<file path="config.mk">
export PLATFORM = sky130hd
export DESIGN_NAME = alu_mc
export DESIGN_NICKNAME = d
export VERILOG_FILES = /design/src/rtl/alu_mc.sv
export SDC_FILE = /design/constraint.sdc
export NUM_CORES = 1
export LEC_CHECK = 0
export CAP_MARGIN = 25
export CELL_PAD_IN_SITES_DETAIL_PLACEMENT = 0
export CELL_PAD_IN_SITES_GLOBAL_PLACEMENT = 1
export CORE_AREA = 2 2 129 93
export CTS_CLUSTER_DIAMETER = 50
export CTS_CLUSTER_SIZE = 40
export DETAILED_ROUTE_END_ITERATION = 6
export DIE_AREA = 0 0 131 95
export PLACE_DENSITY_LB_ADDON = 0.1
export SLEW_MARGIN = 20
export SYNTH_ARGS = -nofsm -noshare
export SYNTH_HDL_FRONTEND = slang
export SYNTH_SLANG_ARGS = --single-unit
</file>
<file path="constraint.sdc">
create_clock -name CLK -period 4 [get_ports CLK]
set_input_delay 1 -clock CLK [delete_from_list [all_inputs] [get_ports CLK]]
set_output_delay 1 -clock CLK [all_outputs]
set_load 0.01 [all_outputs]
</file>
<file path="src/rtl/alu_mc.sv">
// alu_mc: multi-cycle ALU with valid/ready handshakes on input and output.
// Define ALU_DIV_EN to build the iterative restoring divider for opcodes 0011/1111.
module alu_mc #(
  parameter int OPER_WIDTH = 8,
  parameter int OUT_WIDTH  = OPER_WIDTH*2,
  parameter int SH_WIDTH   = $clog2(OPER_WIDTH)
) (
  input  logic                  CLK,
  input  logic                  RST,
  input  logic [OPER_WIDTH-1:0] A,
  input  logic [OPER_WIDTH-1:0] B,
  input  logic [3:0]            ALU_FUN,
  input  logic                  IN_VALID,
  output logic                  IN_READY,
  output logic [OUT_WIDTH-1:0]  ALU_OUT,
  output logic                  ZERO,
  output logic                  ERR,
  output logic                  OUT_VALID,
  input  logic                  OUT_READY
);
  function automatic logic [OUT_WIDTH-1:0] zx(input logic [OPER_WIDTH-1:0] v);
    return OUT_WIDTH'(v);
  endfunction

  logic [OUT_WIDTH-1:0] out_q, res_d;
  logic                 zero_q, err_q, ovld_q;
  logic                 err_d, is_div, idle, accept;

  always_comb begin
    res_d  = '0;
    err_d  = 1'b0;
    is_div = 1'b0;
    case (ALU_FUN)
      4'b0000: res_d = OUT_WIDTH'(A) + OUT_WIDTH'(B);
      4'b0001: res_d = OUT_WIDTH'(A) - OUT_WIDTH'(B);
      4'b0010: res_d = OUT_WIDTH'(A) * OUT_WIDTH'(B);
      4'b0100: res_d = zx(A & B);
      4'b0101: res_d = zx(A | B);
      4'b0110: res_d = zx(~(A & B));
      4'b0111: res_d = zx(~(A | B));
      4'b1000: res_d = zx(A ^ B);
      4'b1001: res_d = zx(~(A ^ B));
      4'b1010: res_d = (A == B) ? OUT_WIDTH'(1) : '0;
      4'b1011: res_d = (A > B)  ? OUT_WIDTH'(2) : '0;
      4'b1100: res_d = (A < B)  ? OUT_WIDTH'(3) : '0;
      4'b1101: res_d = zx(A >> B[SH_WIDTH-1:0]);
      4'b1110: res_d = OUT_WIDTH'(A) << B[SH_WIDTH-1:0];
`ifdef ALU_DIV_EN
      4'b0011: if (B == '0) begin res_d = zx('1); err_d = 1'b1; end else is_div = 1'b1;
      4'b1111: if (B == '0) begin res_d = zx(A);  err_d = 1'b1; end else is_div = 1'b1;
`else
      4'b0011, 4'b1111: err_d = 1'b1;
`endif
      default: res_d = '0;
    endcase
  end

`ifdef ALU_DIV_EN
  localparam int CW = $clog2(OPER_WIDTH);
  typedef enum logic {IDLE, DIV} state_t;
  state_t                state_q;
  logic [OPER_WIDTH-1:0] rem_q, quo_q, dvs_q, rem_nx, quo_nx, diff;
  logic [CW-1:0]         cnt_q;
  logic                  sel_rem_q, ge;
  logic [OPER_WIDTH:0]   trial;
  logic [OUT_WIDTH-1:0]  div_res;

  // Restoring step: shift next dividend bit (quo_q MSB) into the partial remainder.
  assign trial   = {rem_q, quo_q[OPER_WIDTH-1]};
  assign ge      = trial >= {1'b0, dvs_q};
  assign diff    = trial[OPER_WIDTH-1:0] - dvs_q;
  assign rem_nx  = ge ? diff : trial[OPER_WIDTH-1:0];
  assign quo_nx  = {quo_q[OPER_WIDTH-2:0], ge};
  assign div_res = sel_rem_q ? zx(rem_nx) : zx(quo_nx);
  assign idle    = (state_q == IDLE);
`else
  assign idle    = 1'b1;
`endif

  assign IN_READY  = !RST && idle && (!ovld_q || OUT_READY);
  assign accept    = IN_VALID && IN_READY;
  assign ALU_OUT   = out_q;
  assign ZERO      = zero_q;
  assign ERR       = err_q;
  assign OUT_VALID = ovld_q;

  always_ff @(posedge CLK or posedge RST) begin
    if (RST) begin
      out_q  <= '0;
      zero_q <= 1'b0;
      err_q  <= 1'b0;
      ovld_q <= 1'b0;
`ifdef ALU_DIV_EN
      state_q   <= IDLE;
      rem_q     <= '0;
      quo_q     <= '0;
      dvs_q     <= '0;
      cnt_q     <= '0;
      sel_rem_q <= 1'b0;
`endif
    end else begin
      if (ovld_q && OUT_READY) ovld_q <= 1'b0;
      // A load on the same edge as the drain wins, keeping OUT_VALID high.
      if (accept && !is_div) begin
        out_q  <= res_d;
        zero_q <= (res_d == '0);
        err_q  <= err_d;
        ovld_q <= 1'b1;
      end
`ifdef ALU_DIV_EN
      case (state_q)
        IDLE: if (accept && is_div) begin
          state_q   <= DIV;
          rem_q     <= '0;
          quo_q     <= A;
          dvs_q     <= B;
          cnt_q     <= '0;
          sel_rem_q <= ALU_FUN[3];
        end
        DIV: begin
          rem_q <= rem_nx;
          quo_q <= quo_nx;
          cnt_q <= cnt_q + 1'b1;
          if (cnt_q == CW'(OPER_WIDTH-1)) begin
            state_q <= IDLE;
            out_q   <= div_res;
            zero_q  <= (div_res == '0);
            err_q   <= 1'b0;
            ovld_q  <= 1'b1;
          end
        end
        default: state_q <= IDLE;
      endcase
`endif
    end
  end
endmodule

</file>
==> reports/results.ini, run 1 <==
[outcome]
run_status=finished with violations
violations=setup timing

[hold_path]
min-delay-path-class=register to register
worstHoldEndpoint=ALU_OUT[13]
hp-start=ALU_OUT[13]
worstHoldPathCells=2

[finish]
synthToLayoutAreaGrowth_pct=57.7
mostFrequentLayoutCell=sky130_fd_sc_hd__buf_4
layout.core_utilization_pct=68.5
layout-drive-gt1-share_pct=41.4
insertedDiodeCount=0
layoutNonFillerInstCount=988
layout_common_cells=158 x sky130_fd_sc_hd__buf_4, 59 x sky130_fd_sc_hd__nor2_1, 50 x sky130_fd_sc_hd__inv_1
layout.nets=955

[cts]
cts_num_sinks=19
cts_tree=yes
clock_insertion_delay_worst_skew_ns=0.25
clk_pin_slew_ns=0.06
cts_root_buf=sky130_fd_sc_hd__clkbuf_16
h_tree_levels=1
tritoncts.num_buffers=3
ctsLongestPathBuffers=2

[global_routing]
grt.met3_usage_pct=7.03
gr-max-usage-layer=met2
grt_max_degree=30
number_of_global_route_vias_before_repair=5788
grt_util_met2_pct=51.6
globalRouteTotalUtil_pct=34.0
grt_util_met1_pct=49.5
grt.overflow.total=0
grt_pass1_wl_mm=31.8
grt_antenna_before_repair=0

[sta]
finalCritPeriodShare_pct=129
rsz0062_at_grt=true
fin_crit_ns=5.15
final_setup_violation_count=13
final_critical_path_setup_slack_ns=-1.15
final_max_slew_viol_count=0
clock.fmax_mhz=194
worst_pin_slew_ns=0.982
hold_viol_final=0
worst_slew_margin_rel_pct=34.4
finalClockSkew_ns=0.00362

[floorplan]
core.rowCount=33
ios=44
initial_core_util_pct=43.4
die-height_um=95
die_x_um=131
fp.dieArea_um2=12400
coreArea_um2=11400

[yosys]
synth_area_um2=4930
count_of_flip_flops_with_a_built_in_enable_after_synthesis=0
yosys_warnings=0
synth.distinct_cells=72
postSynthRegisterBits=19
ys.flop_type=sky130_fd_sc_hd__dfrtp_1
asyncSetResetFlopFracSynth_pct=100
netlist_instances=624
synth.avg_cell_area_um2=7.90
postSynthNetCount=747
yosysSeqAreaShare_pct=9.65

[power_and_ir_drop]
post-layout-total-power_mw=2.75
power_frac_seq_pct=8.8
vdd.ir_drop.worst_v=0.000481
clock_power_share_pct=7.6
power.static_leakage_nw=3.58
cell_internal_pwr_mw=1.54
p_sw_mw=1.21
switching_share_pct=44.0
combinationalPowerShare_pct=83.6
power_density_nw_per_um2=354

[setup_path]
timing.critical_path.from=B[3]
worst_r2r_startpoint=OUT_VALID
timing.critical_path.to_type=register
worstReg2RegEnd=ZERO
cp.required_ns=4.15
timing.critical_path.from_type=input pin
reg2reg_slack_ns=1.37
category_of_the_critical_setup_timing_path=input pin to register
critical_path_arrival_ns=5.30
critical_path_peak_fanout=3
worstRegToRegCells=8

[route]
drt-wirelength-per-cell_um=20.8
first_pass_iters=5
antenna_left=0
finalWirelength_mm=20.6
via_count=5666
first_iter_violations=422
drt-vias-per-instance=5.73
drc_errors=0

[place]
dpl.cell_count=953
globalplace.congestion=0.978
dp_hpwl_mm=16.1
port_buffers=43

[flow_run]
maximum_capacitance_violations=0

-- cells in the mapped netlist (all sizes together), types with 11 or more instances --
master | number | area, µm²
xor2 | 16 | 140
nand2 | 46 | 173
o21ai | 36 | 180
ha | 61 | 763
buf | 12 | 77.6
nor2 | 80 | 300
a211oi | 11 | 87.6
dfrtp | 19 | 475
inv | 77 | 289
clkbuf | 17 | 63.8
fa | 38 | 761
a21oi | 25 | 125
nor3 | 12 | 60.1
nor2b | 15 | 93.8
-- how the worst max path moves through the flow --
stage                     slack, ns    to
after floorplan               -0.99  ZERO
after CTS                     -1.12  ZERO
after global routing          -1.28  ZERO
final                         -1.15  ZERO
after global placement        -2.00  ZERO
after detailed placement      -2.05  ZERO
-- sequential cells by signal (all words and copies together) (netlist names) --
signal and count:
ZERO 1, ERR 1, ALU_OUT 16, OUT_VALID 1
-- kinds of logic after synthesis --
| group | after synthesis | share of synthesized area, % |
|---|---|---|
| AO/OA/AOI/OAI | 144 | 20.1 |
| adder cells (fa/ha/maj) | 99 | 30.9 |
| buffers and inverters | 111 | 9.11 |
| multiplexers | 16 | 5.18 |
| flip-flops | 19 | 9.65 |
| XOR/XNOR | 26 | 4.62 |
| AND/OR/NAND/NOR | 209 | 20.5 |
-- per-layer routing --
metal  wire length (µm)  part of all wire [%]
met1               9330                    45
met2               8940                    43
met3               1810                   8.8
met4                475                   2.3
met5                  0                     0
-- critical path, cell delays in order --
cell,delay (ns)
sky130_fd_sc_hd__buf_12,0.09
sky130_fd_sc_hd__clkinvlp_4,0.13
sky130_fd_sc_hd__nor2_4,0.12
sky130_fd_sc_hd__fa_1,0.45
sky130_fd_sc_hd__fa_1,0.52
sky130_fd_sc_hd__fa_1,0.55
sky130_fd_sc_hd__inv_2,0.05
sky130_fd_sc_hd__fa_1,0.49
sky130_fd_sc_hd__inv_2,0.05
sky130_fd_sc_hd__ha_4,0.20
sky130_fd_sc_hd__or2_4,0.23
sky130_fd_sc_hd__a21o_1,0.23
sky130_fd_sc_hd__buf_6,0.13
sky130_fd_sc_hd__a311o_1,0.31
sky130_fd_sc_hd__a21oi_2,0.17
sky130_fd_sc_hd__xnor2_2,0.09
sky130_fd_sc_hd__nand2_1,0.10
sky130_fd_sc_hd__nand3b_1,0.10
sky130_fd_sc_hd__o41ai_2,0.29
-- final cells by class --
class	instances	area [µm²]
Clock inverter	1	7.51
Sequential cell	19	475
Timing Repair Buffer	232	2010
Fill cell	874	3580
Clock buffer	3	75.1
Multi-Input combinational cell	494	4650
Inverter	82	354
Tap cell	157	196
-- power groups by stage --
| stage | clock network (mW) | logic, mW | registers, mW |
|---|---|---|---|
| 6_report | 0.208 | 2.30 | 0.243 |
| 5_1_grt | 0.219 | 2.48 | 0.246 |
| 4_1_cts | 0.211 | 2.07 | 0.243 |
| 3_5_place_dp | 0 | 1.77 | 0.244 |
| 3_3_place_gp | 0 | 1.73 | 0.243 |
| 2_1_floorplan | 0 | 0.987 | 0.256 |
-- per-stage QoR --
step / cell area, µm² / TNS [ns] / setup slack (ns) / hold WS [ns]
6_report: 7770 / -9.59 / -1.15 / 0.495
5_1_grt: 7770 / -11.15 / -1.28 / 0.523
4_1_cts: 7470 / -9.22 / -1.12 / 0.485
3_5_place_dp: 6790 / -22.85 / -2.05 / 0.461
3_3_place_gp: 6790 / -21.74 / -2.00 / 0.463
2_1_floorplan: 5120 / -6.21 / -0.993 / 0.507
-- what timing repair did --
| item | 4_1_cts | 5_1_grt |
|---|---|---|
| buffers inserted | 23 | 14 |
| pin swaps | 68 | 58 |
| hold buffers | 0 | 0 |
| endpoints found under the hold margin | 0 | 0 |
| resized for setup | 190 | 62 |
| setup endpoints to repair | 16 | 15 |
No activity file was read; power rests on OpenSTA's default activity.
==> run 2: changes to the inputs <==
--- a/config.mk
+++ b/config.mk
@@ -8,11 +8,11 @@
 export CAP_MARGIN = 25
 export CELL_PAD_IN_SITES_DETAIL_PLACEMENT = 0
 export CELL_PAD_IN_SITES_GLOBAL_PLACEMENT = 1
-export CORE_AREA = 2 2 129 93
+export CORE_AREA = 2 2 135 97
 export CTS_CLUSTER_DIAMETER = 50
 export CTS_CLUSTER_SIZE = 40
 export DETAILED_ROUTE_END_ITERATION = 6
-export DIE_AREA = 0 0 131 95
+export DIE_AREA = 0 0 137 99
 export PLACE_DENSITY_LB_ADDON = 0.1
 export SLEW_MARGIN = 20
 export SYNTH_ARGS = -nofsm -noshare
==> constraint.sdc (replaced) <==
create_clock -name CLK -period 4.5 [get_ports CLK]
set_input_delay 1.125 -clock CLK [delete_from_list [all_inputs] [get_ports CLK]]
set_output_delay 1.125 -clock CLK [all_outputs]
set_load 0.01 [all_outputs]
==> run 2 against run 1 <==
  * The flow still finishes with violations (setup timing)
  * Global-route usage decreased by 5.3 points
  * Die area increased by 9.0%
  * Clock power decreased by 14%
  * Non-clock buffer count decreased by 42
  * Worst setup slack improved by 0.39 ns
  * Hold slack got worse by 0.013 ns
  * Routed wire length decreased by 7.7%
  * Critical endpoint unchanged
  * Largest cell class unchanged
  * Highest routed layer unchanged
==> reports/results.ini, run 2 (synthesized netlist as in run 1, its figures left out) <==
[outcome]
run_status=finished with violations  ; unchanged
violations=setup timing  ; unchanged

[power_and_ir_drop]
power_density_nw_per_um2=301  ; was 354 nW/µm²
power.static_leakage_nw=3.34  ; was 3.58 nW
post-layout-total-power_mw=2.19  ; was 2.75 mW
vdd.ir_drop.worst_v=0.000254  ; was 0.000481 V

[floorplan]
core.rowCount=34  ; was 33
die-height_um=99  ; was 95 µm
initial_core_util_pct=40.2  ; was 43.4%
ios=44  ; unchanged
die_x_um=137  ; was 131 µm
coreArea_um2=12300  ; was 11400 µm²
fp.dieArea_um2=13600  ; was 12400 µm²

[global_routing]
globalRouteTotalUtil_pct=28.7  ; was 34.0%
grt_max_degree=30  ; unchanged
number_of_global_route_vias_before_repair=5333  ; was 5788
grt_pass1_wl_mm=29.8  ; was 31.8 mm
grt_antenna_before_repair=0  ; unchanged
grt.overflow.total=0  ; unchanged

[sta]
clock.fmax_mhz=190
worst_pin_slew_ns=0.828  ; was 0.982 ns
final_critical_path_setup_slack_ns=-0.759  ; was -1.15 ns
finalClockSkew_ns=0.00175  ; was 0.00362 ns
fin_crit_ns=5.26
rsz0062_at_grt=true  ; unchanged
final_max_slew_viol_count=0  ; unchanged
final_setup_violation_count=12  ; was 13
hold_viol_final=0  ; unchanged
finalCritPeriodShare_pct=117
worst_slew_margin_rel_pct=44.7  ; was 34.4%

[hold_path]
min-delay-path-class=register to register  ; unchanged

[setup_path]
critical_path.cell_chain=buf_8, clkinvlp_4, nor2_4, fa_1, fa_1, fa_1, inv_1, fa_1, inv_2, ha_4, or2_4, a21o_1, buf_6, buf_6, a311o_1, a21oi_2, xnor2_2, nand2_1, nand3b_1, o41ai_2  ; was buf_12, clkinvlp_4, nor2_4, fa_1, fa_1, fa_1, inv_2, fa_1, inv_2, ha_4, or2_4, a21o_1, buf_6, a311o_1, a21oi_2, xnor2_2, nand2_1, nand3b_1, o41ai_2
crit_slowest_cell=sky130_fd_sc_hd__fa_1  ; unchanged
timing.critical_path.from_type=input pin  ; unchanged
critical_path_peak_fanout=3  ; unchanged
category_of_the_critical_setup_timing_path=input pin to register  ; unchanged
most_common_cell_type_on_the_critical_path=sky130_fd_sc_hd__fa_1  ; unchanged
timing.critical_path.to_type=register  ; unchanged
cp.required_ns=4.64  ; was 4.15 ns
worst_path_largest_cell_delay_ns=0.50  ; was 0.55 ns
critical_path_arrival_ns=5.40  ; was 5.30 ns

[cts]
clk_pin_slew_ns=0.05  ; was 0.06 ns
ctsLongestPathBuffers=2  ; unchanged
cts_root_buf=sky130_fd_sc_hd__clkbuf_16  ; unchanged
tritoncts.num_buffers=3  ; unchanged
h_tree_levels=1  ; unchanged
postCtsHoldBufs=0  ; unchanged
cts_num_sinks=19  ; unchanged
cts_tree=yes  ; unchanged
clock_insertion_delay_worst_skew_ns=0.25  ; about the same

[finish]
layout_common_cells=128 x sky130_fd_sc_hd__buf_4, 59 x sky130_fd_sc_hd__nor2_1, 51 x sky130_fd_sc_hd__inv_1  ; was 158 x sky130_fd_sc_hd__buf_4, 59 x sky130_fd_sc_hd__nor2_1, 50 x sky130_fd_sc_hd__inv_1
layout-drive-gt1-share_pct=36.5  ; was 41.4%
mostFrequentLayoutCell=sky130_fd_sc_hd__buf_4  ; unchanged
number_of_flip_flops_in_the_largest_register=16  ; unchanged
layout.core_utilization_pct=59.3  ; was 68.5%
insertedDiodeCount=0  ; unchanged
synthToLayoutAreaGrowth_pct=47.4  ; was 57.7%
design_area_um2=7270  ; was 7770 µm²
layout.nets=913  ; was 955

[place]
port_buffers=43  ; unchanged
worst_setup_slack_post_dpl_ns=-1.61  ; was -2.05 ns
dp_hpwl_mm=15.4  ; was 16.1 mm
globalplace.congestion=0.938  ; was 0.978
post_dp_cell_area_um2=6470  ; was 6790 µm²

[route]
drt-vias-per-instance=5.62  ; was 5.73
first_pass_iters=5  ; unchanged
antenna_left=0  ; unchanged
drc_errors=0  ; unchanged
drt-wirelength-per-cell_um=19.9  ; was 20.8 µm
first_iter_violations=519  ; was 422
via_count=5344  ; was 5666
finalWirelength_mm=19.0  ; was 20.6 mm

[flow_run]
maximum_capacitance_violations=0  ; unchanged

run 2: cell count changes in the layout (fill, tap and decap cells not counted), sizes merged:
cell,previous run,this run
inv,75,74
buf,202,160
clkinv,3,5
clkbuf,5,3
clkinvlp,5,4
clkdlybuf4s15,0,1
dlygate4sd2,1,2
run 2: final cells by class:
| cell class | count | area [µm²] |
|---|---|---|
| Clock inverter | 1 | 5.00 |
| Tap cell | 162 | 203 |
| Multi-Input combinational cell | 494 | 4530 |
| Fill cell | 1117 | 4990 |
| Sequential cell | 19 | 475 |
| Clock buffer | 3 | 75.1 |
| Inverter | 82 | 352 |
| Timing Repair Buffer | 190 | 1630 |
run 2: worst paths after layout:
kind | cells after the start | slack (ns) | from | end
worst max-delay path | 20 | -0.76 | B[3] | ZERO
worst min-delay path | 2 | 0.48 | ALU_OUT[6] | ALU_OUT[6]
worst max register to register | 8 | 1.85 | OUT_VALID | ZERO
worst min register to register | 2 | 0.48 | ALU_OUT[6] | ALU_OUT[6]
max in group asynchronous | 3 | 3.04 | RST | OUT_VALID
min in group asynchronous | 3 | 1.26 | RST | ALU_OUT[3]
run 2: critical path, delay by kind of cell:
kind	cells	cell delay, ns
XOR/XNOR	1	0.08
AND/OR/NAND/NOR	4	0.54
adder cells (fa/ha/maj)	5	2.15
AO/OA/AOI/OAI	4	0.96
buffers and inverters	6	0.56
run 2: repair_timing:
item	4_1_cts	5_1_grt
endpoints found under the hold margin	0	0
setup buffers	24	10
resized for setup	158	59
setup endpoints to repair	15	14
pin swaps	47	47
run 2: power by group:
group	internal (mW)	total [mW]	switching (mW)
clock	0.119	0.179	0.0600
sequential	0.198	0.215	0.0173
combinational	0.894	1.79	0.898
run 2: per-stage QoR:
stage / cells / TNS, ns / hold slack (ns)
floorplan: 624 / -2.60 / 0.507
global placement: 920 / -16.34 / 0.464
detailed placement: 920 / -16.97 / 0.476
CTS: 946 / -5.14 / 0.489
global route: 951 / -6.40 / 0.533
finish: 951 / -5.01 / 0.482
run 2: metal layers:
| layer | vias to the layer above | share of wire, % | GRT usage, % |
|---|---|---|---|
| li1 | 2491 | - | - |
| met1 | 2608 | 48 | 44.0 |
| met2 | 228 | 43 | 42.2 |
| met3 | 17 | 8.2 | 6.07 |
| met4 | 0 | 1.0 | 4.04 |
| met5 | - | 0 | 0 |
